<file path="config.mk">
export PLATFORM = sky130hd
export DESIGN_NAME = dwt_lift_1d
export DESIGN_NICKNAME = d
export VERILOG_FILES = /design/src/rtl/dwt_pkg.sv /design/src/rtl/dwt_lift_core.sv /design/src/rtl/dwt_lift_1d.sv
export SDC_FILE = /design/constraint.sdc
export NUM_CORES = 1
export LEC_CHECK = 0
export ABC_CLOCK_PERIOD_IN_PS = 8590
export CORE_MARGIN = 2
export CORE_UTILIZATION = 50
export DETAILED_ROUTE_END_ITERATION = 10
export PLACE_DENSITY_LB_ADDON = 0.08
export SKIP_CTS_REPAIR_TIMING = 1
export SLEW_MARGIN = 20
export SYNTH_ARGS = -nofsm -noshare
export SYNTH_HDL_FRONTEND = slang
export SYNTH_SLANG_ARGS = --single-unit
</file>
<file path="constraint.sdc">
create_clock -name clk -period 8.59 [get_ports clk]
set_input_delay 1.718 -clock clk [delete_from_list [all_inputs] [get_ports clk]]
set_output_delay 1.718 -clock clk [all_outputs]
set_load 0.02 [all_outputs]
</file>
<file path="src/rtl/dwt_pkg.sv">
// dwt_pkg: shared types and width helper for the lifting DWT slice.
// Imported by dwt_lift_core and dwt_lift_1d.
package dwt_pkg;

   typedef enum logic {
      DWT_HAAR     = 1'b0,
      DWT_LEGALL53 = 1'b1
   } dwt_mode_e;

   typedef enum logic [1:0] {
      S_FIRST = 2'd0,
      S_ODD   = 2'd1,
      S_EVEN  = 2'd2
   } dwt_state_e;

   // Two guard bits cover the predict difference range.
   function automatic int dwt_out_w(input int data_w);
      return data_w + 2;
   endfunction

endpackage

</file>
<file path="src/rtl/dwt_lift_core.sv">
// dwt_lift_core: combinational predict/update for Haar and LeGall 5/3.
// All terms signed, shifts are arithmetic (floor).
module dwt_lift_core
   import dwt_pkg::*;
#(
   parameter int W = 10
) (
   input  logic signed [W-1:0] x_even,
   input  logic signed [W-1:0] x_odd,
   input  logic signed [W-1:0] x_next,
   input  logic signed [W-1:0] h_prev,
   input  dwt_mode_e           mode,
   input  logic                first,
   output logic signed [W-1:0] l,
   output logic signed [W-1:0] h
);

   logic [W+1:0]        w_psum;
   logic [W+1:0]        w_usum;
   logic signed [W-1:0] w_pred;
   logic signed [W-1:0] w_h53;
   logic signed [W-1:0] w_hl;
   logic signed [W-1:0] w_l53;
   logic signed [W-1:0] w_hh;
   logic signed [W-1:0] w_lh;

   assign w_psum = {{2{x_even[W-1]}}, x_even}
                 + {{2{x_next[W-1]}}, x_next};
   assign w_pred = w_psum[W:1];
   assign w_h53  = x_odd - w_pred;

   // Left edge mirrors H[-1] = H[0]; sum kept wide so +2 cannot wrap.
   assign w_hl   = first ? w_h53 : h_prev;
   assign w_usum = {{2{w_hl[W-1]}}, w_hl}
                 + {{2{w_h53[W-1]}}, w_h53}
                 + (W+2)'(2);
   assign w_l53  = x_even + w_usum[W+1:2];

   assign w_hh = x_odd - x_even;
   assign w_lh = x_even + {w_hh[W-1], w_hh[W-1:1]};

   always_comb begin
      l = w_lh;
      h = w_hh;
      unique case (mode)
         DWT_HAAR: begin
            l = w_lh;
            h = w_hh;
         end
         DWT_LEGALL53: begin
            l = w_l53;
            h = w_h53;
         end
         default: ;
      endcase
   end

endmodule

</file>
<file path="src/rtl/dwt_lift_1d.sv">
// dwt_lift_1d: streaming one-level 1-D lifting DWT, valid/ready on both sides.
// Build option DWT_LEVEL_SHIFT_EN: in_data unsigned, DC level shift applied.
module dwt_lift_1d
   import dwt_pkg::*;
#(
   parameter  int DATA_W = 8,
   localparam int OUT_W  = dwt_out_w(DATA_W)
) (
   input  logic                    clk,
   input  logic                    reset,
   input  logic                    mode,
   input  logic [DATA_W-1:0]       in_data,
   input  logic                    in_valid,
   input  logic                    in_last,
   output logic                    in_ready,
   output logic signed [OUT_W-1:0] out_l,
   output logic signed [OUT_W-1:0] out_h,
   output logic                    out_valid,
   input  logic                    out_ready,
   output logic                    out_last,
   output logic                    err_len
);

   dwt_state_e r_state;
   dwt_state_e w_next;
   dwt_mode_e  r_mode;

   logic signed [OUT_W-1:0] w_x;
   logic signed [OUT_W-1:0] r_x_even;
   logic signed [OUT_W-1:0] r_x_odd;
   logic signed [OUT_W-1:0] r_h_prev;
   logic signed [OUT_W-1:0] w_c_odd;
   logic signed [OUT_W-1:0] w_c_next;
   logic signed [OUT_W-1:0] w_l;
   logic signed [OUT_W-1:0] w_h;
   logic signed [OUT_W-1:0] r_l;
   logic signed [OUT_W-1:0] r_h;

   logic r_first;
   logic r_valid;
   logic r_last;
   logic r_err;
   logic w_acc;
   logic w_emit;
   logic w_drop;

`ifdef DWT_LEVEL_SHIFT_EN
   assign w_x = {2'b00, in_data} - (OUT_W'(1) << (DATA_W-1));
`else
   assign w_x = {{2{in_data[DATA_W-1]}}, in_data};
`endif

   assign in_ready  = !r_valid || out_ready;
   assign w_acc     = in_valid && in_ready;
   assign out_l     = r_l;
   assign out_h     = r_h;
   assign out_valid = r_valid;
   assign out_last  = r_last;
   assign err_len   = r_err;

   always_ff @(posedge clk or negedge reset) begin
      if (!reset) r_state <= S_FIRST;
      else        r_state <= w_next;
   end

   always_comb begin
      w_next = r_state;
      if (w_acc) begin
         unique case (r_state)
            S_FIRST: w_next = in_last ? S_FIRST : S_ODD;
            S_ODD:   w_next = in_last ? S_FIRST : S_EVEN;
            S_EVEN:  w_next = in_last ? S_FIRST : S_ODD;
            default: w_next = S_FIRST;
         endcase
      end
   end

   // In S_ODD the odd sample is live and the right neighbour is mirrored.
   always_comb begin
      w_emit   = 1'b0;
      w_drop   = 1'b0;
      w_c_odd  = r_x_odd;
      w_c_next = w_x;
      unique case (r_state)
         S_ODD: begin
            w_c_odd  = w_x;
            w_c_next = r_x_even;
            w_emit   = w_acc && (in_last || r_mode == DWT_HAAR);
         end
         S_EVEN: begin
            w_emit = w_acc && !in_last && r_mode == DWT_LEGALL53;
            w_drop = w_acc && in_last;
         end
         default: w_drop = w_acc && in_last;
      endcase
   end

   dwt_lift_core #(
      .W (OUT_W)
   ) u_core (
      .x_even (r_x_even),
      .x_odd  (w_c_odd),
      .x_next (w_c_next),
      .h_prev (r_h_prev),
      .mode   (r_mode),
      .first  (r_first),
      .l      (w_l),
      .h      (w_h)
   );

   always_ff @(posedge clk or negedge reset) begin
      if (!reset) begin
         r_mode   <= DWT_HAAR;
         r_x_even <= '0;
         r_x_odd  <= '0;
         r_h_prev <= '0;
         r_first  <= 1'b0;
      end else if (w_acc) begin
         unique case (r_state)
            S_FIRST: begin
               r_mode   <= dwt_mode_e'(mode);
               r_x_even <= w_x;
               r_first  <= 1'b1;
            end
            S_ODD: r_x_odd <= w_x;
            S_EVEN: begin
               r_x_even <= w_x;
               r_h_prev <= w_h;
               r_first  <= 1'b0;
            end
            default: ;
         endcase
      end
   end

   always_ff @(posedge clk or negedge reset) begin
      if (!reset) begin
         r_l     <= '0;
         r_h     <= '0;
         r_valid <= 1'b0;
         r_last  <= 1'b0;
         r_err   <= 1'b0;
      end else begin
         r_err <= w_drop;
         if (w_emit) begin
            r_l     <= w_l;
            r_h     <= w_h;
            r_last  <= in_last;
            r_valid <= 1'b1;
         end else if (out_ready) begin
            r_valid <= 1'b0;
         end
      end
   end

endmodule

</file>
Yosys cells after proc, flatten, opt, wreduce, memory -nomap -nowiden
Cells that the tools add are included.
{"block": "word_totals", "wordCells": 51, "register_bits": 55, "out_inout_bits": 24}
{"block": "op_classes", "bitwise": 1, "add_sub_neg": 7, "reduce_logical": 17, "n_mux": 13, "eq_ne": 2}
{"op": "10-bit one-hot mux with 2 select lines", "count": 2}
{"op": "10-bit two-way mux", "count": 3}
{"op": "12-bit by 2-bit adder with 12-bit output, second input constant", "count": 1}
{"op": "10-bit by 10-bit adder with 11-bit output", "count": 1}
{"op": "8-bit by 10-bit adder with 11-bit output", "count": 1}
{"op": "10-bit adder", "count": 1}
{"op": "8-bit by 9-bit adder with 10-bit output", "count": 1}
{"op": "10-bit subtractor", "count": 1}
{"op": "10-bit by 8-bit subtractor with 10-bit output", "count": 1}
{"op": "2-bit AND reduction", "count": 4}
{"op": "1-bit logical AND", "count": 5}
{"op": "1-bit two-way mux", "count": 4}
{"op": "1-bit one-hot mux with 2 select lines", "count": 2}
{"op": "2-bit one-hot mux with 2 select lines", "count": 1}
{"op": "2-bit nonzero test", "count": 2}
{"op": "2-bit by 1-bit equality test with 1-bit output, second input constant", "count": 1}
{"op": "2-bit equality test, second input constant", "count": 1}
{"op": "1-bit logical NOT", "count": 2}
{"op": "2-bit logical NOT", "count": 1}
{"op": "1-bit logical OR", "count": 2}
{"op": "2-bit two-way mux", "count": 1}
{"op": "2-bit OR reduction", "count": 1}
{"op": "1-bit NOT", "count": 1}

Longest topological paths before layout
{"block": "depth", "word_depth": 9, "mapped_depth": 34, "mapped_depth_nobuf": 32}

Cells and area by module
A second synthesis with hierarchy kept.
{"block": "unflattened", "cells_unflattened": 478, "hier_area_um2": 4810.9}
{"mod": "dwt_lift_1d", "n_inst": 1, "area_each_um2": 2471.1, "cells_each": 164}
{"mod": "dwt_lift_core", "n_inst": 1, "area_each_um2": 2339.7, "cells_each": 314}

Worst setup path after synthesis
Ideal clock, no wire load.
{"block": "synth_timing", "kind": "input port to flip-flop", "from": "input in_data[2]", "to": "register r_l[9] (netlist: out_l[9])", "n_path_buf": 0, "cell_stages": 29, "setup_time_ns": 0.145, "slack_ns": 1.386, "t_arrival_ns": 7.059, "required_time_ns": 8.445, "path_cell_list": "mux2_2 -> ha_1 -> a21oi_1 -> o21ai_0 -> nand2_1 -> nand2_1 -> a21o_1 -> a21o_1 -> a21o_1 -> xnor2_1 -> ha_1 -> o21a_1 -> nor2_1 -> a22oi_1 -> and2_1 -> inv_1 -> a21o_1 -> ha_1 -> a21o_1 -> or4_1 -> and2_1 -> xor2_1 -> ha_1 -> a2111oi_0 -> o31ai_1 -> a21oi_1 -> xnor2_1 -> xnor2_1 -> a211oi_2"}
{"block": "synth_between", "elab_chain_len": 8, "word_cells_on_any_way": 11}
{"element": "from (decl)", "line": "dwt_lift_1d.sv:12", "rtl": "input logic [DATA_W-1:0] in_data,"}
{"element": "10-bit two-way mux", "line": "dwt_lift_1d.sv:84", "rtl": "unique case (r_state)"}
{"element": "8-bit by 10-bit adder with 11-bit output", "line": "dwt_lift_core.sv:28", "rtl": "+ {{2{x_next[W-1]}}, x_next};"}
{"element": "10-bit subtractor", "line": "dwt_lift_core.sv:30", "rtl": "assign w_h53 = x_odd - w_pred;"}
{"element": "10-bit two-way mux", "line": "dwt_lift_core.sv:33", "rtl": "assign w_hl = first ? w_h53 : h_prev;"}
{"element": "10-bit by 10-bit adder with 11-bit output", "line": "dwt_lift_core.sv:35", "rtl": "+ {{2{w_h53[W-1]}}, w_h53}"}
{"element": "12-bit by 2-bit adder with 12-bit output", "line": "dwt_lift_core.sv:36", "rtl": "+ (W+2)'(2);"}
{"element": "10-bit adder", "line": "dwt_lift_core.sv:37", "rtl": "assign w_l53 = x_even + w_usum[W+1:2];"}
{"element": "10-bit one-hot mux with 2 select lines (*)", "line": "dwt_lift_core.sv:45", "rtl": "unique case (mode)"}
{"element": "to (signal assigned)", "line": "dwt_lift_1d.sv:146", "rtl": "r_l <= w_l;"}
{"element": "to (decl)", "line": "dwt_lift_1d.sv:36", "rtl": "logic signed [OUT_W-1:0] r_l;"}
Mark *: on every way between the ends. The rest lies on a longest branch, timed or not.
A chain may end at the register's enable or synchronous reset.

Worst setup path after layout
{"block": "layout_timing", "from": "input in_data[1]", "to": "register r_l[9] (netlist: out_l[9])"}
Same word-level chain as after synthesis.

==> results.sh <==
export IMPL_min_delay_path_class="reg -> reg"
export IMPL_gp_congestion=0.869
export IMPL_synthCells=535
export IMPL_syn_area_per_cell_um2=9.24
export IMPL_layout_nets=646
export IMPL_critPathRequiredTime_ns=8.83
export IMPL_finalMaxSlewViolations=0
export IMPL_ys_seq_elements=55
export IMPL_cts_buffer_depth=2
export IMPL_dr_pass1_iters=4
export IMPL_min_path_cells=2
export IMPL_critPathKind="in -> reg"
export IMPL_max_freq_ghz=0.126
export IMPL_start_util_pct=51.0
export IMPL_die_x_um=103
export IMPL_root_buffer="clkbuf_8"
export IMPL_ioPinCount=38
export IMPL_wl_per_cell_um=15.2
export IMPL_crit_family="compound AO/OA/AOI/OAI gates"
export IMPL_syn_num_nets=613
export IMPL_arrival_ns=8.16
export IMPL_hpwl_mm=8.48
export IMPL_clk_pin_slew_worst_paths_ns=0.10
export IMPL_crit_path_top_delay_cell="a2111oi_0"
export IMPL_setup_viol=0
export IMPL_dieArea_um2=10700
export IMPL_vias=3821
export IMPL_cp_start_kind="input pin"
export IMPL_ff2ff_path_depth=28
export IMPL_tightest_slew_ns=0.865
export IMPL_yosysWarnings=0
export IMPL_finalHoldViolations=0
export IMPL_path_common_cell="ha_1"
export IMPL_max_slew_margin_rel_pct=41.9
export IMPL_yosysUniqueCellTypes=60
export IMPL_numCtsBuffers=5
export IMPL_ant_nets=0
export IMPL_numPortBuffers=37
export IMPL_first_global_vias=3646
export IMPL_endpoint_kind="flip-flop"
export IMPL_htreeDepth=2
export IMPL_floorplan_rows=36
export IMPL_ys_flop_type="dfrtp_1"
export IMPL_ys_async_sr_fraction_pct=100
export IMPL_clk_latency_ns=0.32
export IMPL_coreArea_um2=9680
export IMPL_die_h_um=103
export IMPL_gr_total_overflow=0
export IMPL_layout_worst_path_cycle_share_pct=92.2
export IMPL_syn2layout_area_growth_pct=11.9
export IMPL_cp_slowest_stage_delay_ns=0.55
export IMPL_grt_pass1_wl_mm=17.5
export IMPL_rsz0062_at_grt="no"
export IMPL_finalCriticalPeriod_ns=7.92
export IMPL_drtIter0Drc=136
export IMPL_synth_edf_count=0
export IMPL_drc=0
export IMPL_crit_fanout=6
export IMPL_worstSetupPathDepth=28
export IMPL_clock_sinks=55
export IMPL_totalWireLength_mm=10.7
export IMPL_maxCapViolCount=0
export IMPL_tns_ns=0
export IMPL_ys_seq_area_share_pct=27.8
export IMPL_crit_buf_inv=3
export IMPL_syn_area_um2=4940
export IMPL_grt_start_max_net_pins=56
export IMPL_status="completed"
export IMPL_clock_skew_ns=0.0107
export IMPL_drive_gt1_share_pct=11.1
export IMPL_antenna_found_initial=0
export IMPL_n_antenna_cell=0
export IMPL_cts_tree="yes"
export IMPL_grt_use_total_pct=21.2
export IMPL_vias_per_cell=5.45
## stage by stage
| step | setup WS, ns | instances | cell area [um2] | util [%] | hold slack (ns) |
|---|---|---|---|---|---|
| floorplan | 1.39 | 535 | 4940 | - | 0.446 |
| global placement | 0.652 | 694 | 5440 | 56.2 | 0.460 |
| detailed placement | 0.361 | 694 | 5440 | 56.2 | 0.467 |
| CTS | 0.674 | 701 | 5530 | 57.1 | 0.492 |
| global route | 0.0414 | 701 | 5530 | 57.1 | 0.506 |
| finish | 0.668 | 701 | 5530 | 57.1 | 0.484 |
## synth_stat cells (2+ instances only)
cell,number,area [um2]
nand2_1,59,221
ha_1,58,726
dfrtp_1,55,1380
o21ai_0,42,210
xnor2_1,41,359
mux2_2,40,450
inv_1,37,139
a21oi_1,30,150
nor2_1,26,97.6
a21o_1,18,135
mux2i_1,11,110
xor2_1,11,96.3
clkbuf_1,9,33.8
o21bai_1,8,60.1
fa_1,6,120
nor2b_1,6,37.5
a21boi_0,4,30.0
buf_1,4,15.0
nand2b_1,4,25.0
nand3_1,4,20.0
nor3_1,4,20.0
a2111oi_0,3,26.3
a22oi_1,3,22.5
and2_1,3,18.8
nor3b_1,3,22.5
o21a_1,3,22.5
o31ai_1,3,22.5
a211oi_1,2,15.0
a221o_1,2,20.0
a31oi_1,2,12.5
and3_1,2,12.5
o21ai_1,2,10.0
or2_2,2,12.5
or3_1,2,12.5
## final timing paths
check | start | endpoint | slack, ns
setup / recovery | in_data[1] | out_l[9]$_DFFE_PN0P_ | 0.67
hold / removal | out_l[6]$_DFFE_PN0P_ | out_l[6]$_DFFE_PN0P_ | 0.48
setup reg to reg | r_state[1]$_DFFE_PN0P_ | out_l[9]$_DFFE_PN0P_ | 1.45
hold reg to reg | out_l[6]$_DFFE_PN0P_ | out_l[6]$_DFFE_PN0P_ | 0.48
max in group asynchronous | reset | r_h_prev[0]$_DFFE_PN0P_ | 6.56
min in group asynchronous | reset | out_l[1]$_DFFE_PN0P_ | 1.52
## registers in the layout (all words and copies together) (netlist names)
name,flops
out_l,10
out_last,1
r_x_odd,10
r_x_even,8
r_mode,1
r_first,1
r_state,2
out_h,10
out_valid,1
r_h_prev,10
err_len,1
## cell type report
| class | instances | area, um2 |
|---|---|---|
| Fill cell | 893 | 4150 |
| Multi-Input combinational cell | 428 | 3370 |
| Sequential cell | 55 | 1380 |
| Timing Repair Buffer | 40 | 388 |
| Tap cell | 133 | 166 |
| Inverter | 38 | 143 |
| Clock buffer | 6 | 82.6 |
| Clock inverter | 1 | 5.00 |
## per-layer routing
metal | vias up | routed length [um] | track usage (%) | share of wire (%)
met5 | - | 0 | 0 | 0
met4 | 0 | 127 | 5.16 | 1.2
met3 | 9 | 291 | 2.42 | 2.7
met2 | 55 | 5190 | 37.4 | 49
met1 | 1804 | 5050 | 27.7 | 47
li1 | 1953 | - | - | -
## placed cells by master (no fill, tap or decap), types with 3 or more instances in the layout
cell	n
nand2_1	59
ha_1	58
dfrtp_1	55
o21ai_0	42
xnor2_1	41
mux2_2	40
inv_1	37
clkdlybuf4s50_1	36
a21oi_1	30
nor2_1	26
a21o_1	18
xor2_1	11
mux2i_1	11
o21bai_1	8
nor2b_1	6
fa_1	6
clkbuf_8	6
nand3_1	4
nand2b_1	4
a21boi_0	4
nor3_1	4
o21a_1	3
a22oi_1	3
and2_1	3
nor3b_1	3
o31ai_1	3
a2111oi_0	3
buf_4	3
## worst reg2reg max path, delay by kind of cell (launching register included)
| family | cells | cell delay, ns |
|---|---|---|
| AO/OA/AOI/OAI | 12 | 2.71 |
| adder cells (fa/ha/maj) | 5 | 1.60 |
| AND/OR/NAND/NOR | 4 | 1.07 |
| buffers and inverters | 3 | 0.48 |
| XOR/XNOR | 3 | 0.41 |
| flip-flops | 1 | 0.41 |
| multiplexers | 1 | 0.37 |
## cell families (layout without fill, tap and decap cells)
family	after synthesis	in the layout	synth area share, %
DFF	55	55	27.8
muxes	51	51	11.3
xor gates and xnor gates	53	53	9.67
AOI/OAI and AO/OA	138	138	18.7
buffers and inverters	52	85	3.97
and+or+nand+nor	122	122	11.3
adders and majority gates	64	64	17.1
Power is not shown: default switching activity piles up to over one toggle a cycle in this logic, so the estimate is an artifact.
